### src/rtl/wb_regfile_pkg.sv
// Shared CPU constants: default datapath/register widths and the write-back
// source select encoding used by control, MEM/WB and the register file.
package wb_regfile_pkg;

    localparam int CPU_DATA_W = 8;
    localparam int CPU_ADDR_W = 3;
    localparam int CPU_CNT_W  = 16;

    localparam logic WB_SEL_MEM = 1'b1;
    localparam logic WB_SEL_ALU = 1'b0;

endpackage

### src/rtl/wb_regfile_if.sv
// MEM/WB consumer bundle: write-back inputs, decode read ports, EX forwarding
// and debug commit count. The register file is the slave end.
interface wb_regfile_if
    import wb_regfile_pkg::*;
#(
    parameter int DATA_W = CPU_DATA_W,
    parameter int ADDR_W = CPU_ADDR_W,
    parameter int CNT_W  = CPU_CNT_W
);

    logic [DATA_W-1:0] wb_mem_data;
    logic [DATA_W-1:0] wb_alu_result;
    logic [ADDR_W-1:0] wb_dest;
    logic              wb_reg_write;
    logic              wb_data_sel;
    logic [ADDR_W-1:0] rd_addr1;
    logic [ADDR_W-1:0] rd_addr2;
    logic [DATA_W-1:0] rd_data1;
    logic [DATA_W-1:0] rd_data2;
    logic [ADDR_W-1:0] ex_src1;
    logic [ADDR_W-1:0] ex_src2;
    logic              ex_fwd_hit1;
    logic              ex_fwd_hit2;
    logic [DATA_W-1:0] wb_value;
    logic [CNT_W-1:0]  commit_cnt;

    modport slave (
        input  wb_mem_data, wb_alu_result, wb_dest, wb_reg_write, wb_data_sel,
        input  rd_addr1, rd_addr2, ex_src1, ex_src2,
        output rd_data1, rd_data2, ex_fwd_hit1, ex_fwd_hit2, wb_value, commit_cnt
    );

    modport master (
        output wb_mem_data, wb_alu_result, wb_dest, wb_reg_write, wb_data_sel,
        output rd_addr1, rd_addr2, ex_src1, ex_src2,
        input  rd_data1, rd_data2, ex_fwd_hit1, ex_fwd_hit2, wb_value, commit_cnt
    );

endinterface

### src/rtl/wb_regfile_core.sv
// Raw register storage: one write port, two combinational read ports and an
// asynchronous clear. Bypass and R0 handling live in the wrapper.
module regfile_core #(
    parameter int DATA_W = 8,
    parameter int ADDR_W = 3
) (
    input  logic              clk,
    input  logic              rst,
    input  logic              we,
    input  logic [ADDR_W-1:0] waddr,
    input  logic [DATA_W-1:0] wdata,
    input  logic [ADDR_W-1:0] raddr1,
    input  logic [ADDR_W-1:0] raddr2,
    output logic [DATA_W-1:0] rdata1,
    output logic [DATA_W-1:0] rdata2
);

    localparam int DEPTH = 2 ** ADDR_W;

    logic [DATA_W-1:0] regs [DEPTH];

    // NOTE: every entry is cleared on reset so a read can never return X;
    // this keeps the array in flops rather than a RAM macro, which is fine at 8 entries.
    always_ff @(posedge clk or negedge rst) begin
        if (!rst) begin
            for (int i = 0; i < DEPTH; i++) begin
                regs[i] <= '0;
            end
        end else if (we) begin
            // NOTE: non-blocking so same-edge readers see the old contents.
            regs[waddr] <= wdata;
        end
    end

    assign rdata1 = regs[raddr1];
    assign rdata2 = regs[raddr2];

endmodule

### src/rtl/wb_regfile.sv
// Write-back stage register file: selects the write-back value, commits it,
// serves bypassed decode reads and WB->EX forwarding hits, counts commits.
module wb_regfile
    import wb_regfile_pkg::*;
#(
    parameter int DATA_W   = CPU_DATA_W,
    parameter int ADDR_W   = CPU_ADDR_W,
    parameter bit ZERO_REG = 1'b1,
    parameter int CNT_W    = CPU_CNT_W
) (
    input  logic         clk,
    input  logic         rst,
    wb_regfile_if.slave  bus
);

    localparam logic [CNT_W-1:0] CNT_MAX = '1;

    logic [DATA_W-1:0] wb_value;
    logic              we_eff;
    logic [DATA_W-1:0] raw1;
    logic [DATA_W-1:0] raw2;
    logic [DATA_W-1:0] rd1;
    logic [DATA_W-1:0] rd2;
    logic [CNT_W-1:0]  cnt;

    assign wb_value = (bus.wb_data_sel == WB_SEL_MEM) ? bus.wb_mem_data : bus.wb_alu_result;

    // A write to R0 is dropped entirely: no storage update, no bypass, no hit, no count.
    assign we_eff = rst && bus.wb_reg_write && !(ZERO_REG && (bus.wb_dest == '0));

    regfile_core #(
        .DATA_W (DATA_W),
        .ADDR_W (ADDR_W)
    ) u_core (
        .clk    (clk),
        .rst    (rst),
        .we     (we_eff),
        .waddr  (bus.wb_dest),
        .wdata  (wb_value),
        .raddr1 (bus.rd_addr1),
        .raddr2 (bus.rd_addr2),
        .rdata1 (raw1),
        .rdata2 (raw2)
    );

    // Later assignments take priority: reset, then R0, then bypass, then storage.
    always_comb begin
        // NOTE: defaults first so every path assigns and no latch is inferred.
        rd1 = raw1;
        rd2 = raw2;
        if (we_eff && (bus.rd_addr1 == bus.wb_dest)) rd1 = wb_value;
        if (we_eff && (bus.rd_addr2 == bus.wb_dest)) rd2 = wb_value;
        if (ZERO_REG && (bus.rd_addr1 == '0)) rd1 = '0;
        if (ZERO_REG && (bus.rd_addr2 == '0)) rd2 = '0;
        if (!rst) begin
            rd1 = '0;
            rd2 = '0;
        end
    end

    always_ff @(posedge clk or negedge rst) begin
        if (!rst) begin
            cnt <= '0;
        end else if (we_eff && (cnt != CNT_MAX)) begin
            cnt <= cnt + CNT_W'(1);
        end
    end

    assign bus.wb_value    = wb_value;
    assign bus.rd_data1    = rd1;
    assign bus.rd_data2    = rd2;
    assign bus.ex_fwd_hit1 = we_eff && (bus.ex_src1 == bus.wb_dest);
    assign bus.ex_fwd_hit2 = we_eff && (bus.ex_src2 == bus.wb_dest);
    assign bus.commit_cnt  = cnt;

endmodule

### src/flat_wrapper.sv
// flat-port wrapper written by rule: the top's interface ports become plain ports
module wb_regfile_flat import wb_regfile_pkg::*;
#(
    parameter int DATA_W   = CPU_DATA_W,
    parameter int ADDR_W   = CPU_ADDR_W,
    parameter bit ZERO_REG = 1'b1,
    parameter int CNT_W    = CPU_CNT_W
)
  (clk, rst, bus_wb_mem_data, bus_wb_alu_result, bus_wb_dest, bus_wb_reg_write, bus_wb_data_sel, bus_rd_addr1, bus_rd_addr2, bus_ex_src1, bus_ex_src2, bus_rd_data1, bus_rd_data2, bus_ex_fwd_hit1, bus_ex_fwd_hit2, bus_wb_value, bus_commit_cnt);
  wb_regfile_if #(.DATA_W(DATA_W), .ADDR_W(ADDR_W), .CNT_W(CNT_W)) bus_i ();
  input  logic clk;
  input  logic rst;
  input wire logic [$bits(bus_i.wb_mem_data)-1:0] bus_wb_mem_data;
  input wire logic [$bits(bus_i.wb_alu_result)-1:0] bus_wb_alu_result;
  input wire logic [$bits(bus_i.wb_dest)-1:0] bus_wb_dest;
  input wire logic [$bits(bus_i.wb_reg_write)-1:0] bus_wb_reg_write;
  input wire logic [$bits(bus_i.wb_data_sel)-1:0] bus_wb_data_sel;
  input wire logic [$bits(bus_i.rd_addr1)-1:0] bus_rd_addr1;
  input wire logic [$bits(bus_i.rd_addr2)-1:0] bus_rd_addr2;
  input wire logic [$bits(bus_i.ex_src1)-1:0] bus_ex_src1;
  input wire logic [$bits(bus_i.ex_src2)-1:0] bus_ex_src2;
  output wire logic [$bits(bus_i.rd_data1)-1:0] bus_rd_data1;
  output wire logic [$bits(bus_i.rd_data2)-1:0] bus_rd_data2;
  output wire logic [$bits(bus_i.ex_fwd_hit1)-1:0] bus_ex_fwd_hit1;
  output wire logic [$bits(bus_i.ex_fwd_hit2)-1:0] bus_ex_fwd_hit2;
  output wire logic [$bits(bus_i.wb_value)-1:0] bus_wb_value;
  output wire logic [$bits(bus_i.commit_cnt)-1:0] bus_commit_cnt;
  assign bus_i.wb_mem_data = bus_wb_mem_data;
  assign bus_i.wb_alu_result = bus_wb_alu_result;
  assign bus_i.wb_dest = bus_wb_dest;
  assign bus_i.wb_reg_write = bus_wb_reg_write;
  assign bus_i.wb_data_sel = bus_wb_data_sel;
  assign bus_i.rd_addr1 = bus_rd_addr1;
  assign bus_i.rd_addr2 = bus_rd_addr2;
  assign bus_i.ex_src1 = bus_ex_src1;
  assign bus_i.ex_src2 = bus_ex_src2;
  assign bus_rd_data1 = bus_i.rd_data1;
  assign bus_rd_data2 = bus_i.rd_data2;
  assign bus_ex_fwd_hit1 = bus_i.ex_fwd_hit1;
  assign bus_ex_fwd_hit2 = bus_i.ex_fwd_hit2;
  assign bus_wb_value = bus_i.wb_value;
  assign bus_commit_cnt = bus_i.commit_cnt;
  wb_regfile #(.DATA_W(DATA_W), .ADDR_W(ADDR_W), .ZERO_REG(ZERO_REG), .CNT_W(CNT_W)) u_core (.clk(clk), .rst(rst), .bus(bus_i));
endmodule
### config.mk
export PLATFORM = sky130hd
export DESIGN_NAME = wb_regfile_flat
export DESIGN_NICKNAME = d
export VERILOG_FILES = /design/src/rtl/wb_regfile_pkg.sv /design/src/rtl/wb_regfile_if.sv /design/src/rtl/wb_regfile_core.sv /design/src/rtl/wb_regfile.sv /design/src/flat_wrapper.sv
export SDC_FILE = /design/constraint.sdc
export NUM_CORES = 1
export LEC_CHECK = 0
export ABC_CLOCK_PERIOD_IN_PS = 3100
export CAP_MARGIN = 0
export CORE_ASPECT_RATIO = 1.25
export CORE_MARGIN = 2
export CORE_UTILIZATION = 57
export CTS_BUF_LIST = sky130_fd_sc_hd__clkbuf_16
export CTS_CLUSTER_DIAMETER = 100
export CTS_CLUSTER_SIZE = 20
export DETAILED_ROUTE_END_ITERATION = 16
export GPL_ROUTABILITY_DRIVEN = 0
export GPL_TIMING_DRIVEN = 0
export PLACE_DENSITY_LB_ADDON = 0.25
export SLEW_MARGIN = 25
export SYNTH_ARGS = -nofsm -noshare
export SYNTH_HDL_FRONTEND = slang
export SYNTH_SLANG_ARGS = --single-unit
export TNS_END_PERCENT = 5
### constraint.sdc
create_clock -name clk -period 3.1 [get_ports clk]
set_input_delay 0.465 -clock clk [delete_from_list [all_inputs] [get_ports clk]]
set_output_delay 0.465 -clock clk [all_outputs]
set_load 0.01 [all_outputs]
==> summary.md <==
| Metric | Value |
|---|---|
| Mapped Area | around 4400 µm² |
| Area grow syn2layout | 27.1% |
| Post-synthesis mux area share | 22.3% |
| Ys Warns | 0 |
| Post-Synth Adder-Cell Area | 0.281% |
| CTS tree | yes |
| Lkg Pwr | 0.00242 µW |
| CP max FO | 10 |
| # diodes | 0 |
| Core footprint | 7700 µm² |
| Largest area contributor in the netlist | dfrtp_1 |
| Largest net degree at the start of global routing | 70 |
| Total wire length | about 13000 µm |
| Placed Instances | roughly 570 |
| Post-synth top cells | dfrtp_1, nor2_1, a21oi_1 |
| Crit Path Class | input pin to output pin |
| Grt total ovfl | 0 |
| Most common cell in the netlist | dfrtp_1 |
| Critical Path Source | bus_wb_reg_write |
| FF-to-FF End | u_core.bus.commit_cnt[1] |
| Status | finished with violations |
| Failing checks | setup timing |
| Post-synth top area share | 45.0% |
| Initial antenna violation count | 0 |
| Final hold violations | 0 |
| Max Slew Vio Count | 0 |
| Design Area, Final | ~5600 µm² |
| 1st-iter DRT viols | between 200 and 300 |
| Worst R2R Path Depth | 5 |
| Bufs on Longest Clock Path | 2 |
| # rows | 36 |
| Pwr per Cell Area | 641 nW/µm² |
| Vias per cell | 6.43 |
| Setup ws final | -5.44 ps |
| TritonCTS sink count | 80 |
| Root buffer cell | clkbuf_16 |
| Worst EP arrival | 2640 ps |
| Min cycle time layout | 3110 ps |
| I/O pins | 77 |
| Post-synth EDFFs | 0 |
| Utilization after layout | 73.3% |
| Cts bufs inserted | 9 |
| Htree depth | 3 |
| Register area | 2000 µm² |
| Compound-Gate Fraction of Synth Area | 10.7% |
| Layout cell share with drive strength beyond 1 | between 10% and 20% |
| Most area-consuming cells after synthesis | dfrtp_1, mux4_2, nor2_1, mux2i_1, a21oi_1 |
| Die height | ~100 µm |
| Worst r2r src | u_core.bus.commit_cnt[0] |
| WL/cell | 21.5 µm |
| Top_reg_cell synth | dfrtp_1 |
| Kind of start point of the critical path | input pin |
| Yosys cell types | 34 |
| Multi-input gate area | 2270 µm² |
| Critical Path RT | approximately 2600 ps |
| Sequential share of the synthesized area | between 40% and 50% |
| Die area | 8530 µm² |
| Clock latency at the later pin of the worst-skew pair | 340 ps |
| Clock Skew | about 3.9 ps |
| Clock slew at reported path FFs | ~60 ps |
| NumNets Final | 525 |
| Initial DRT Pass Iterations | 5 |
| Worst hold-check path type | input pin to asynchronous set/reset pin |
| Largest vdd supply drop | 521 µV |
| Max_cap viols | 0 |
| Actual transition at the worst max-transition pin | about 1100 ps |
| Area share of and/or/nand/nor cells after synthesis | 11.9% |
| Ys async rst share | 100% |
| Final ANT Viol Nets | 0 |
| Flop2flop setup slack | around 1300 ps |
| Max_slew headroom | 26.8% |
| # fillers | between 500 and 600 |
| RSZ-0062 raised after global routing | true |
| Detail Placement HPWL | 8140 µm |
| Starting Density | 57.7% |
| Final Cycle Share | 100% |
| Synthesized flop and latch total | 80 |
| Vias in the first global route | 3852 |
| Combinational family with the most area after synthesis | multiplexers |
| Port buffer count | 67 |
| Worst setup endpoint | bus_rd_data2[1] |
| Placed Area | approximately 5300 µm² |
| Max frequency | 0.322 GHz |
| Total GRT Usage | 30.6% |
| Synth Area in XOR/XNOR | 4.73% |
| Final setup fails | 1 |
| Via count | 3790 |
| Drc violations | 0 |
| Finished Layout Cells | between 500 and 600 |
| Die Width | 83.0 µm |
| First-pass GRT wire length | 19400 µm |
| Syn Nets | 444 |
| Crit end category | output pin |
| Cell count after synthesis | 408 |
| Syn avg cell area | between 10 and 15 µm² |
[placed cells by master (no fill, tap or decap), types with 3 or more instances in the layout]
master and n:
a211oi_1 10, a211oi_2 6, a21oi_1 49, and3_1 3, and4_1 3, buf_2 10, buf_4 3, bufinv_16 3
clkbuf_1 17, clkbuf_16 9, clkdlybuf4s50_1 50, dfrtp_1 80, dlygate4sd2_1 13, inv_1 11, mux2i_1 25, mux4_2 32
nand2_1 12, nand3_1 11, nand4_1 4, nor2_1 71, nor3_1 4, nor3_2 3, o21ai_0 8, xnor2_1 7
xor2_1 17
[worst max-delay path, stage by stage]
cell and delay (ps):
clkdlybuf4s50_1 520, o311ai_4 120, or4_1 530, clkbuf_4 210, clkbuf_8 200, a211oi_1 290
clkdlybuf4s15_1 300
[where the power goes]
part / switching, µW / leakage, µW / internal (µW)
logic: 408 / 0.00130 / 510
registers: 224 / 0.000964 / 1270
clock network: 427 / 0.000161 / 780
[kinds of logic (layout without fill, tap and decap cells)]
| family | after synthesis | after routing |
|---|---|---|
| DFF | 80 | 80 |
| muxes | 59 | 59 |
| AOI/OAI and AO/OA | 78 | 78 |
| xor gates and xnor gates | 24 | 24 |
| and+or+nand+nor | 120 | 120 |
| buffers and inverters | 46 | 132 |
| adders and majority gates | 1 | 1 |
[registers in the layout, indices dropped and copies added, names as in the netlist]
| name | flops |
|---|---|
| u_core.bus.commit_cnt | 16 |
| u_core.u_core.regs | 64 |
[area by class of cell]
cell class,count,share of cell area [%]
multi-input combinational,282,40.1
tap,95,2.10
timing repair buffer,70,12.4
sequential,80,35.4
clock inverter,7,1.95
inverter,11,0.731
clock buffer,9,3.99
buffer,35,3.32
[worst min-delay path by stage]
stage	slack [ps]	start	end
final	140	rst	u_core.u_core.regs[32]
after global routing	180	rst	u_core.u_core.regs[34]
after CTS	160	rst	u_core.u_core.regs[59]
after detailed placement	320	rst	u_core.u_core.regs[50]
after global placement	460	u_core.u_core.regs[63]	u_core.u_core.regs[63]
after floorplan	170	rst	u_core.bus.commit_cnt[0]
[routing by layer]
layer  part of all wire, %  routed length, µm  global-route usage [%]  vias up
li1                      -                  -                       -     1638
met1                    35               4460                    34.7     1866
met2                    52               6530                    53.2      228
met3                   7.8                987                    6.89       58
met4                   5.3                667                    19.2        0
met5                     0                  0                       0        -
[per-stage QoR]
step / total power (µW) / worst slack (ps) / hold WS [ps] / setup TNS [ps]
2_1_floorplan: 2020 / 687 / 169 / 0
3_3_place_gp: 2360 / -3770 / 458 / -370830
3_5_place_dp: 2410 / -463 / 317 / -5740
4_1_cts: 3610 / 16.8 / 164 / 0
5_1_grt: 3770 / -16.6 / 175 / -30.4
6_report: 3620 / -5.44 / 136 / -5.44
[timing repair]
action,in CTS,in global routing
hold endpoints to repair,13,0
hold buffers,1,0
setup endpoints to repair,16,7
resized for setup,20,8
buffers inserted,1,0
(Power assumes the default switching activity.)
